### src/rtl/fifo_rr_sched_if.sv
// Producer and consumer stream signals of fifo_rr_sched bundled as one interface.
// The slave modport is the scheduler's view; the master modport is the
// view of whatever drives the producers and consumes the output stream.
interface fifo_rr_sched_if #(
    parameter int WORD_WDT = 64,
    parameter int N_REQ    = 4
);
    logic [N_REQ-1:0]          req_valid;
    logic [N_REQ-1:0]          req_last;
    logic [N_REQ*WORD_WDT-1:0] req_word;
    logic [N_REQ-1:0]          req_ready;
    logic                      out_valid;
    logic                      out_ready;
    logic [WORD_WDT-1:0]       out_word;

    modport master (
        output req_valid, req_last, req_word, out_ready,
        input  req_ready, out_valid, out_word
    );

    modport slave (
        input  req_valid, req_last, req_word, out_ready,
        output req_ready, out_valid, out_word
    );
endinterface

### src/rtl/fifo_rr_sched.sv
// fifo_rr_sched: round-robin, packet-locking write scheduler in front of a
// single-clock FIFO, with a one-word output stage that turns the FIFO's
// registered read port into a valid/ready stream.

// Single-clock FIFO with registered read data and registered full/empty flags.
module fifo_rr_sched_fifo #(
    parameter int W     = 64,
    parameter int DEPTH = 8
) (
    input  logic                       clk,
    input  logic                       rst_n,
    input  logic                       wr_en,
    input  logic [W-1:0]               wr_data,
    input  logic                       rd_en,
    output logic [W-1:0]               rd_data,
    output logic                       full,
    output logic                       empty,
    output logic [$clog2(DEPTH):0]     level
);
    localparam int AW = $clog2(DEPTH);
    localparam int LW = AW + 1;

    logic [W-1:0]  mem_q [DEPTH];
    logic [W-1:0]  rd_data_q, rd_data_d;
    logic [AW-1:0] wr_ptr_q, wr_ptr_d;
    logic [AW-1:0] rd_ptr_q, rd_ptr_d;
    logic [LW-1:0] level_q, level_d;
    logic          full_q, full_d;
    logic          empty_q, empty_d;
    logic          do_wr, do_rd;

    // Next pointers, occupancy and flags; the flags are derived from the next level.
    always_comb begin
        // NOTE: every output of a combinational block gets a default first, so no path leaves it unassigned and no latch is inferred.
        do_wr     = wr_en & ~full_q;
        do_rd     = rd_en & ~empty_q;
        wr_ptr_d  = wr_ptr_q;
        rd_ptr_d  = rd_ptr_q;
        rd_data_d = rd_data_q;
        level_d   = level_q;
        if (do_wr) begin
            wr_ptr_d = wr_ptr_q + AW'(1);
        end
        if (do_rd) begin
            rd_ptr_d  = rd_ptr_q + AW'(1);
            rd_data_d = mem_q[rd_ptr_q];
        end
        if (do_wr && !do_rd) begin
            level_d = level_q + LW'(1);
        end else if (!do_wr && do_rd) begin
            level_d = level_q - LW'(1);
        end
        full_d  = (level_d == LW'(DEPTH));
        empty_d = (level_d == '0);
    end

    // Control registers with synchronous reset.
    always_ff @(posedge clk) begin
        // NOTE: sequential state uses non-blocking assignments so every flop samples pre-edge values.
        if (!rst_n) begin
            wr_ptr_q <= '0;
            rd_ptr_q <= '0;
            level_q  <= '0;
            full_q   <= 1'b0;
            empty_q  <= 1'b1;
        end else begin
            wr_ptr_q <= wr_ptr_d;
            rd_ptr_q <= rd_ptr_d;
            level_q  <= level_d;
            full_q   <= full_d;
            empty_q  <= empty_d;
        end
    end

    // Storage array and read-data register.
    always_ff @(posedge clk) begin
        // NOTE: the array and read register are not reset; contents are only observed after a write or read qualifies them.
        if (do_wr) begin
            mem_q[wr_ptr_q] <= wr_data;
        end
        rd_data_q <= rd_data_d;
    end

    assign rd_data = rd_data_q;
    assign full    = full_q;
    assign empty   = empty_q;
    assign level   = level_q;
endmodule

// Top: round-robin packet arbiter, FIFO instance and output stream stage.
module fifo_rr_sched #(
    parameter int WORD_WDT   = 64,
    parameter int FIFO_DEPTH = 8,
    parameter int N_REQ      = 4
) (
    input  logic                          clk,
    input  logic                          rst,
    fifo_rr_sched_if.slave                bus,
    output logic [$clog2(FIFO_DEPTH):0]   fifo_level,
    output logic                          busy
);
    localparam int PTR_W = $clog2(N_REQ);
    localparam int SUM_W = PTR_W + 1;

    typedef enum logic {
        ST_UNLOCKED = 1'b0,
        ST_LOCKED   = 1'b1
    } arb_state_e;

    arb_state_e          state_q, state_d;
    logic [PTR_W-1:0]    rr_ptr_q, rr_ptr_d;
    logic [PTR_W-1:0]    lock_id_q, lock_id_d;
    logic                out_valid_q, out_valid_d;

    logic                grant_vld;
    logic [PTR_W-1:0]    grant_id;
    logic [SUM_W-1:0]    scan_sum;
    logic [PTR_W-1:0]    scan_idx;
    logic [SUM_W-1:0]    nxt_sum;
    logic [WORD_WDT-1:0] in_word;
    logic                fifo_wr, fifo_rd;
    logic                fifo_full, fifo_empty;
    logic [WORD_WDT-1:0] fifo_rd_data;
    logic                fifo_rst_n;

    // Arbitration: pick the grant, drive req_ready / write word, compute next lock state.
    always_comb begin
        state_d       = state_q;
        rr_ptr_d      = rr_ptr_q;
        lock_id_d     = lock_id_q;
        grant_vld     = 1'b0;
        grant_id      = '0;
        scan_sum      = '0;
        scan_idx      = '0;
        nxt_sum       = '0;
        in_word       = '0;
        bus.req_ready = '0;

        case (state_q)
            ST_UNLOCKED: begin
                if (!fifo_full) begin
                    // Search rr_ptr, rr_ptr+1, ... modulo N_REQ; first valid wins.
                    for (int k = 0; k < N_REQ; k++) begin
                        scan_sum = {1'b0, rr_ptr_q} + SUM_W'(k);
                        if (scan_sum >= SUM_W'(N_REQ)) begin
                            scan_sum = scan_sum - SUM_W'(N_REQ);
                        end
                        scan_idx = scan_sum[PTR_W-1:0];
                        if (!grant_vld && bus.req_valid[scan_idx]) begin
                            grant_vld = 1'b1;
                            grant_id  = scan_idx;
                        end
                    end
                end
            end
            ST_LOCKED: begin
                // Only the lock owner may write; a valid gap simply holds the lock.
                if (!fifo_full && bus.req_valid[lock_id_q]) begin
                    grant_vld = 1'b1;
                    grant_id  = lock_id_q;
                end
            end
            default: begin
                state_d = ST_UNLOCKED;
            end
        endcase

        if (rst) begin
            grant_vld = 1'b0;
        end

        for (int i = 0; i < N_REQ; i++) begin
            if (grant_vld && grant_id == PTR_W'(i)) begin
                bus.req_ready[i] = 1'b1;
                in_word          = bus.req_word[i*WORD_WDT +: WORD_WDT];
            end
        end

        // The last beat releases the lock and moves priority past the granted producer.
        nxt_sum = {1'b0, grant_id} + SUM_W'(1);
        if (nxt_sum == SUM_W'(N_REQ)) begin
            nxt_sum = '0;
        end
        if (grant_vld) begin
            if (bus.req_last[grant_id]) begin
                state_d  = ST_UNLOCKED;
                rr_ptr_d = nxt_sum[PTR_W-1:0];
            end else begin
                state_d   = ST_LOCKED;
                lock_id_d = grant_id;
            end
        end
    end

    assign fifo_wr = grant_vld;

    // Read side: pull from the FIFO whenever the output stage is empty or being drained.
    always_comb begin
        fifo_rd     = !rst && !fifo_empty && (!out_valid_q || bus.out_ready);
        out_valid_d = fifo_rd || (out_valid_q && !bus.out_ready);
    end

    // Arbiter and output-stage registers with synchronous reset.
    always_ff @(posedge clk) begin
        if (rst) begin
            state_q     <= ST_UNLOCKED;
            rr_ptr_q    <= '0;
            lock_id_q   <= '0;
            out_valid_q <= 1'b0;
        end else begin
            state_q     <= state_d;
            rr_ptr_q    <= rr_ptr_d;
            lock_id_q   <= lock_id_d;
            out_valid_q <= out_valid_d;
        end
    end

    assign fifo_rst_n = !rst;

    fifo_rr_sched_fifo #(
        .W     (WORD_WDT),
        .DEPTH (FIFO_DEPTH)
    ) u_fifo (
        .clk     (clk),
        .rst_n   (fifo_rst_n),
        .wr_en   (fifo_wr),
        .wr_data (in_word),
        .rd_en   (fifo_rd),
        .rd_data (fifo_rd_data),
        .full    (fifo_full),
        .empty   (fifo_empty),
        .level   (fifo_level)
    );

    // The FIFO read register is the output word; it holds because no read occurs while stalled.
    assign bus.out_valid = out_valid_q;
    assign bus.out_word  = fifo_rd_data;
    assign busy          = out_valid_q | (fifo_level != '0) | (state_q == ST_LOCKED);
endmodule
### src/flat_wrapper.sv
// flat-port wrapper written by rule: the top's interface ports become plain ports
module fifo_rr_sched_flat 
#(
    parameter int WORD_WDT   = 64,
    parameter int FIFO_DEPTH = 8,
    parameter int N_REQ      = 4
)
  (clk, rst, fifo_level, busy, bus_req_valid, bus_req_last, bus_req_word, bus_out_ready, bus_req_ready, bus_out_valid, bus_out_word);
  fifo_rr_sched_if #(.WORD_WDT(WORD_WDT), .N_REQ(N_REQ)) bus_i ();
  input  logic clk;
  input  logic rst;
  output logic [$clog2(FIFO_DEPTH):0] fifo_level;
  output logic busy;
  input wire logic [$bits(bus_i.req_valid)-1:0] bus_req_valid;
  input wire logic [$bits(bus_i.req_last)-1:0] bus_req_last;
  input wire logic [$bits(bus_i.req_word)-1:0] bus_req_word;
  input wire logic [$bits(bus_i.out_ready)-1:0] bus_out_ready;
  output wire logic [$bits(bus_i.req_ready)-1:0] bus_req_ready;
  output wire logic [$bits(bus_i.out_valid)-1:0] bus_out_valid;
  output wire logic [$bits(bus_i.out_word)-1:0] bus_out_word;
  assign bus_i.req_valid = bus_req_valid;
  assign bus_i.req_last = bus_req_last;
  assign bus_i.req_word = bus_req_word;
  assign bus_i.out_ready = bus_out_ready;
  assign bus_req_ready = bus_i.req_ready;
  assign bus_out_valid = bus_i.out_valid;
  assign bus_out_word = bus_i.out_word;
  fifo_rr_sched #(.WORD_WDT(WORD_WDT), .FIFO_DEPTH(FIFO_DEPTH), .N_REQ(N_REQ)) u_core (.clk(clk), .rst(rst), .bus(bus_i), .fifo_level(fifo_level), .busy(busy));
endmodule
### config.mk
export PLATFORM = sky130hd
export DESIGN_NAME = fifo_rr_sched_flat
export DESIGN_NICKNAME = d
export VERILOG_FILES = /design/src/rtl/fifo_rr_sched_if.sv /design/src/rtl/fifo_rr_sched.sv /design/src/flat_wrapper.sv
export SDC_FILE = /design/constraint.sdc
export NUM_CORES = 1
export LEC_CHECK = 0
export ABC_AREA = 1
export CORE_ASPECT_RATIO = 2
export CORE_MARGIN = 1.5
export CORE_UTILIZATION = 60
export DETAILED_ROUTE_END_ITERATION = 12
export MAX_ROUTING_LAYER = met4
export PLACE_DENSITY = 0.89
export REMOVE_ABC_BUFFERS = 1
export SLEW_MARGIN = 20
export SYNTH_ARGS = -nofsm -noshare
export SYNTH_HDL_FRONTEND = slang
export SYNTH_HIERARCHICAL = 1
export SYNTH_SLANG_ARGS = --single-unit
### constraint.sdc
create_clock -name clk -period 15.6 [get_ports clk]
set_clock_uncertainty 0.1 [all_clocks]
set_input_delay 2.34 -clock clk [delete_from_list [all_inputs] [get_ports clk]]
set_output_delay 2.34 -clock clk [all_outputs]
set_load 0.02 [all_outputs]
==> key figures, run 1 <==
Critical path
  • Beginning of the critical path: bus_req_valid[3]
  • Critical Path Sink Type: output pin
  • Classification of the worst setup path: input port to output pin
  • Worst flop-to-flop path startpoint: u_core/rr_ptr_q[0]
  • Data required, critical path: around 13000 ps
  • Type of element launching the critical path: input port
  • Maximum fanout encountered on the critical timing path: 51
  • Critical path data arrival time: 5320 ps

Hold path
  • Worst min-delay path class: flip-flop to flip-flop
  • Worst min-delay path startpoint: u_core/u_fifo/wr_ptr_q[0]

Route
  • Met3 layer wire length in the routed design: between 4 and 5 mm
  • Met2 routed wirelength: between 30 and 40 mm
  • Final Routed Wirelength: 64.3 mm
  • WL/cell: between 20 and 25 um
  • Detailed-routing wirelength on met1: about 21 mm
  • Avg Vias per Cell: 5.97
  • Violation count after the first detailed-routing iteration: around 1800
  • Highest signal layer in the routed design: met4
  • Number of routed nets with antenna violations: 0
  • Post-detailed-route DRC marker count: 0
  • DR vias: 18154
  • First-pass detailed-route iteration total: 8

Pwr
  • NetSw: 1750 uW
  • Total power density per cell area: 170 nW/um^2
  • Logic gate share of total power: a little under a third
  • Leakage power figure: between 0.01 and 0.015 uW
  • Peak supply drop: approximately 0.00012 V
  • Cell Int Power: 3470 uW
  • Sequential Power Share: 46.8%
  • Pwr Total: between 5000 and 6000 uW
  • Net Sw Frac: 33.5%
  • Clock share of power: between 20% and 30%

Timing
  • Sum Neg Setup Slack: 0 ps
  • Shortest period the worst path allows: around 7800 ps
  • Worst Max-Slew Pin Slew: between 1000 and 1500 ps
  • Fmax: ~130 MHz
  • Worst slew margin: between 20% and 30%
  • Finish-stage setup viols: 0
  • RSZ-0062 raised after global routing: false
  • Share of the cycle needed by the critical path after routing: around 50%
  • Total count of max-transition violations in the final report: 0
  • Final hold violation count: 0

Cells and area
  • Area Growth Syn to Fin: 20.2%
  • Share of cells above drive strength 1: ~4.8%
  • Count of placed standard cells in the final layout, fillers left out: between 3000 and 4000
  • Final antenna diode count: 0
  • # nets final: ~2700

Clock network
  • Clock latency on the worst-skew pair: about 560 ps
  • Count of buffers added by post-CTS timing repair for setup: 0
  • H-tree lvl count: 2
  • Sink count of the clock tree: roughly 590
  • Resize count post-CTS: 0
  • Clk slew on worst S/H paths: 70 ps
  • Hold Buf Count CTS: 0
  • Clock buffer count from CTS: 46
  • Buffer levels on the longest clock path: 3
  • CTS tree: built
  • Buffer type at the clock tree root: clkbuf_16

Global route
  • Vias in the first global route: approximately 18000
  • Global-route usage over all layers: 30.0%
  • Wire length of the first global-routing pass: about 97 mm
  • Total global routing overflow: 0
  • Antenna violations before repair: 0
  • Largest net degree at the start of global routing: 113

Placement
  • Cells after DPL: just under 3000
  • HPWL reported at the end of detailed placement: between 30 and 40 mm
  • Port bufs: 340
  • Final GP Congestion: between 0.8 and 0.9

Die
  • Area of the die: between 40000 and 50000 sq um
  • Number of ports placed on the die boundary: about 340
  • Starting utilization of the core area: about three fifths
  • Die Width: 149 um
  • Number of core rows: between 100 and 150
  • Core area: 41900 sq um
  • Die span in y: 295 um

Synth
  • Cells after Synth: approximately 2200
  • Count of warnings emitted by yosys: 6
  • Cell area after technology mapping: 25500 sq um
  • Share of synthesized area occupied by flip-flops and latches: approximately 69%
  • Portion of synthesized cell area occupied by the leading cell type: around 68%
  • Flop and latch count out of synthesis: slightly below 600
  • Cell accounting for the most synthesized area: edfxtp_1
  • Number of distinct standard cells referenced by the synthesized netlist: 25
  • Synth area leaders: edfxtp_1, nand2_1, mux2i_1
  • Average footprint of a synthesized cell: about 12 sq um

Outcome
  • Status: finished, final reports clean

Flow run
  • Max-cap violation count: 0
[per-layer routing]
metal / vias up / global-route usage, %
met3: 210 / 3.25
met5: - / -
li1: 8288 / -
met4: 0 / 14.7
met1: 8615 / 31.6
met2: 1041 / 55.0
[critical path: stages]
cell,delay (ps)
clkdlybuf4s50_1,490
inv_1,60
nand2_1,70
nand3_1,130
nand2_2,130
nor2_1,60
nor2_1,80
nand2_1,60
nand2_1,50
nand2_1,100
nand2_1,240
inv_1,130
ha_1,250
nand2_4,430
inv_1,80
clkdlybuf4s50_1,550
[kinds of logic after synthesis]
logic type	synth area share, %
multiplexers	5.02
AND/OR/NAND/NOR	14.3
buffers and inverters	3.81
AO/OA/AOI/OAI	7.32
adder cells (fa/ha/maj)	0.392
flip-flops	69.2
[placed cells by master, fill, tap and decap left out, drive strengths merged]
cell type      netlist  layout
dfxtp               18      18
clkinv               0      16
o21ai              136     136
inv                 50      51
nor3                 1       1
clkdlybuf4s50        0     340
nand3               99      99
o22ai              128     128
a21oi               77      77
bufinv               0       6
nor2               286     286
clkbuf              56      59
edfxtp             576     576
buf                 77      23
ha                   8       8
nand2              544     544
nor4                 1       1
mux2i              128     128
clkinvlp             0       2
[flip-flops by register name, summed over array words and instances (netlist names)]
register	count
u_core/u_fifo/mem_q	512
u_core/u_fifo/rd_data	64
u_core/u_fifo/level	4
u_core/u_fifo/rd_ptr_q	3
u_core/u_fifo/wr_ptr_q	3
u_core/lock_id_q	2
u_core/rr_ptr_q	2
u_core/bus.out_valid	1
u_core/state_q	1
u_core/u_fifo/empty	1
u_core/u_fifo/full	1
[final timing paths]
path,to,slack (ps),depth (start not counted)
setup / recovery,bus_req_ready[3],7840,16
hold / removal,u_core/u_fifo/wr_ptr_q[0],390,2
setup reg to reg,u_core/u_fifo/mem_q[0][31],11110,15
hold reg to reg,u_core/u_fifo/wr_ptr_q[0],390,2
[layout make-up]
cell class / count / area, sq um
tap: 540 / 676
clock inverter: 25 / 292
fill: 2570 / 11300
sequential: 594 / 17700
clock buffer: 59 / 1260
timing repair buffer: 363 / 3600
inverter: 50 / 193
multi-input combinational: 1408 / 6970
[power groups by stage]
stage,registers [uW],logic [uW],clock network [uW]
finish,2440,1570,1210
global route,2460,1710,1270
CTS,2450,1550,1210
detailed placement,2480,1530,0
global placement,2460,1440,0
floorplan,2510,930,0
[through the flow]
stage          hold slack [ps]  area (sq um)  util [%]  worst slack [ps]
2_1_floorplan              353         24700         -              3760
3_3_place_gp               375         29100      69.4              7970
3_5_place_dp               382         29100      69.4              7880
4_1_cts                    394         30600      73.1              7880
5_1_grt                    436         30700      73.2              7570
6_report                   393         30700      73.2              7840
[synth_stat cells]
library cell,instances
o21ai_1,8
buf_8,2
o21ai_0,128
buf_1,1
dfxtp_1,18
inv_1,44
a21oi_1,77
clkbuf_1,56
nor4_1,1
inv_2,5
mux2i_1,128
buf_12,3
edfxtp_1,576
ha_1,8
buf_2,43
nand2_2,6
buf_4,14
o22ai_1,128
inv_4,1
buf_6,14
nand3_1,99
nand2_1,538
nor3_1,1
nor2_1,285
nor2_2,1
No activity file was read; power rests on OpenSTA's default activity.
==> inputs of run 2 (changes only) <==
--- a/config.mk
+++ b/config.mk
@@ -8,10 +8,10 @@
 export ABC_AREA = 1
 export CORE_ASPECT_RATIO = 2
 export CORE_MARGIN = 1.5
-export CORE_UTILIZATION = 60
+export CORE_UTILIZATION = 55
 export DETAILED_ROUTE_END_ITERATION = 12
 export MAX_ROUTING_LAYER = met4
-export PLACE_DENSITY = 0.89
+export PLACE_DENSITY = 0.83
 export REMOVE_ABC_BUFFERS = 1
 export SLEW_MARGIN = 20
 export SYNTH_ARGS = -nofsm -noshare
==> constraint.sdc (replaced) <==
create_clock -name clk -period 7.3 [get_ports clk]
set_clock_uncertainty 0.1 [all_clocks]
set_input_delay 1.095 -clock clk [delete_from_list [all_inputs] [get_ports clk]]
set_output_delay 1.095 -clock clk [all_outputs]
set_load 0.02 [all_outputs]
==> key figures, run 2 (same netlist as run 1, synthesis figures left out) <==
Global route
  • Total global routing overflow: 0 (unchanged)
  • Largest net degree at the start of global routing: 113 (unchanged)
  • Global-route usage over all layers: 27.4% (was 30.0%)
  • Vias in the first global route: 18138 (was 18472)
  • Antenna violations before repair: 0 (unchanged)
  • Wire length of the first global-routing pass: 96.6 mm (was 96.5 mm)

Hold path
  • Worst min-delay path startpoint: u_core/u_fifo/wr_ptr_q[0] (unchanged)
  • Hold endpoint: u_core/u_fifo/wr_ptr_q[0] (unchanged)
  • Worst min-delay path class: flip-flop to flip-flop (unchanged)
  • Number of instances on the worst hold path: 2 (unchanged)

Timing
  • Finish-stage setup viols: 0 (unchanged)
  • Total count of max-transition violations in the final report: 0 (unchanged)
  • Final hold violation count: 0 (unchanged)
  • Share of the cycle needed by the critical path after routing: about three quarters
  • Setup slack after layout: 1950 ps (was 7840 ps)
  • Fmax: around 190 MHz
  • Sum Neg Setup Slack: 0 ps (unchanged)
  • Worst slew margin: 22.5% (was 22.6%)
  • Worst Max-Slew Pin Slew: 1160 ps (about the same)
  • Shortest period the worst path allows: between 5000 and 6000 ps
  • RSZ-0062 raised after global routing: false (unchanged)

Route
  • Avg Vias per Cell: 5.87 (was 5.97)
  • Number of routed nets with antenna violations: 0 (unchanged)
  • WL/cell: 20.8 um (was 21.2 um)
  • Post-detailed-route DRC marker count: 0 (unchanged)
  • DR vias: 18025 (was 18154)
  • Violation count after the first detailed-routing iteration: 1683 (was 1757)
  • First-pass detailed-route iteration total: 5 (was 8)
  • Final Routed Wirelength: 64.0 mm (was 64.3 mm)

Clock network
  • Clk slew on worst S/H paths: 70 ps (about the same)
  • Count of buffers added by post-CTS timing repair for setup: 0 (unchanged)
  • Clock buffer count from CTS: 46 (unchanged)
  • Clock latency on the worst-skew pair: 570 ps (was 560 ps)
  • H-tree lvl count: 2 (unchanged)
  • Buffer type at the clock tree root: clkbuf_16 (unchanged)
  • CTS tree: built (unchanged)
  • Sink count of the clock tree: 594 (unchanged)
  • Hold Buf Count CTS: 0 (unchanged)
  • Buffer levels on the longest clock path: 3 (unchanged)
  • Resize count post-CTS: 0 (unchanged)

Flow run
  • Max-cap violation count: 0 (unchanged)

Outcome
  • Status: finished, final reports clean (unchanged)

Critical path
  • Critical path data arrival time: 4160 ps (was 5320 ps)
  • Type of element launching the critical path: input port (unchanged)
  • Maximum fanout encountered on the critical timing path: 33 (was 51)
  • Classification of the worst setup path: input port to output pin (unchanged)
  • Worst flop-to-flop path startpoint: u_core/rr_ptr_q[0] (unchanged)
  • Reg2Reg Setup Slack: 2950 ps (was 11110 ps)
  • Worst-case reg-to-reg path depth: 18 (was 15)
  • Critical Path Sink Type: output pin (unchanged)
  • Data required, critical path: 6110 ps (was 13160 ps)
  • Reg2Reg Capture Point: u_core/u_fifo/mem_q[2][37] (was u_core/u_fifo/mem_q[0][31])

Pwr
  • Total power density per cell area: 360 nW/um^2 (was 170 nW/um^2)
  • Peak supply drop: 0.000257 V (was 0.000115 V)
  • Leakage power figure: 0.0111 uW (about the same)

Cells and area
  • Share of cells above drive strength 1: 4.99% (was 4.76%)
  • Flip-flop count of the largest register, all copies and words added: 512 (unchanged)
  • Flip-flop and latch area: 17700 sq um (unchanged)
  • Area of combinational cells with multiple inputs: 6970 sq um (about the same)
  • Commonest non-fill, non-tap cell in the layout: edfxtp_1 (unchanged)
  • Leading cell types in the layout, fill and taps excluded: edfxtp_1, nand2_1, clkdlybuf4s50_1 (unchanged)
  • # nets final: 2744 (was 2738)
  • Final antenna diode count: 0 (unchanged)
  • Total of fill cells in the finished design: 3248 (was 2570)
  • Area Growth Syn to Fin: 20.3% (was 20.2%)
  • Largest reg by FF count: u_core/u_fifo/mem_q (unchanged)

Placement
  • Port bufs: 340 (unchanged)
  • Final GP Congestion: 0.848 (was 0.869)
  • HPWL reported at the end of detailed placement: 37.4 mm (was 36.4 mm)
  • Pre-CTS setup slack: 1950 ps (was 7880 ps)

Die
  • Starting utilization of the core area: 55.7% (was 60.9%)
  • Die Width: 155 um (was 149 um)
  • Number of core rows: 111 (was 106)
  • Number of ports placed on the die boundary: 341 (unchanged)
  • Area of the die: 47800 sq um (was 43800 sq um)
  • Die span in y: 308 um (was 295 um)
  • Core area: 45800 sq um (was 41900 sq um)
==> run 2: changes by cell type in the layout (fill, tap and decap cells not counted) <==
cell        previous run  this run
clkinvlp_4             2         5
nand2_4                1         2
clkinv_4               1         0
inv_6                  1         2
buf_4                 21        28
clkinv_8               1         0
buf_6                  1         0
clkbuf_16             49        47
nand2_2                5         4
==> run 2: worst max-delay path by stage <==
stage                                    end  depth (start not counted)                       from
floorplan           u_core/u_fifo/rd_data[0]                          5  u_core/u_fifo/rd_ptr_q[0]
global placement            bus_req_ready[2]                         15           bus_req_valid[0]
detailed placement          bus_req_ready[2]                         15           bus_req_valid[3]
CTS                         bus_req_ready[2]                         15           bus_req_valid[3]
global route                bus_req_ready[2]                         15           bus_req_valid[1]
finish                      bus_req_ready[2]                         15           bus_req_valid[3]
==> run 2: where the power goes <==
group	total, uW	switching [uW]	internal (uW)
sequential	5200	175	5030
combinational	3320	2380	936
clock	2520	1120	1400
total	11000	3680	7370
==> run 2: layout make-up <==
cell class                      count  area share (%)
Multi-Input combinational cell   1408            22.7
Inverter                           50           0.628
Clock buffer                       57            3.95
Timing Repair Buffer              369            11.9
Clock inverter                     27           0.970
Sequential cell                   594            57.6
Tap cell                          565            2.30
==> run 2: stage by stage <==
stage | hold WS [ps] | utilization (%) | cell area [sq um] | instances | power (uW)
detailed placement | 389 | 63.7 | 29200 | 2986 | 8570
CTS | 399 | 67.0 | 30700 | 3070 | 11100
floorplan | 353 | - | 24700 | 2052 | 7350
global route | 431 | 67.0 | 30700 | 3070 | 11600
global placement | 376 | 63.6 | 29200 | 2985 | 8370
finish | 405 | 67.0 | 30700 | 3070 | 11000
==> run 2: critical path, cell delays in order <==
cell and delay (ps):
clkdlybuf4s50_1 500, inv_1 60, nand2_1 70, nand3_1 110
nand2_2 120, nor2_1 60, nor2_1 90, nand2_1 60
nand2_1 50, nand2_1 100, nand2_1 240, ha_1 250
nand2_4 60, inv_2 550, clkdlybuf4s50_1 740
==> run 2: routing by layer <==
layer	GRT usage [%]	wire length [um]	up-vias
met3	3.28	4800	210
met1	30.3	22300	8611
met4	13.4	2780	0
li1	-	-	8297
met5	-	0	-
met2	48.7	34100	907
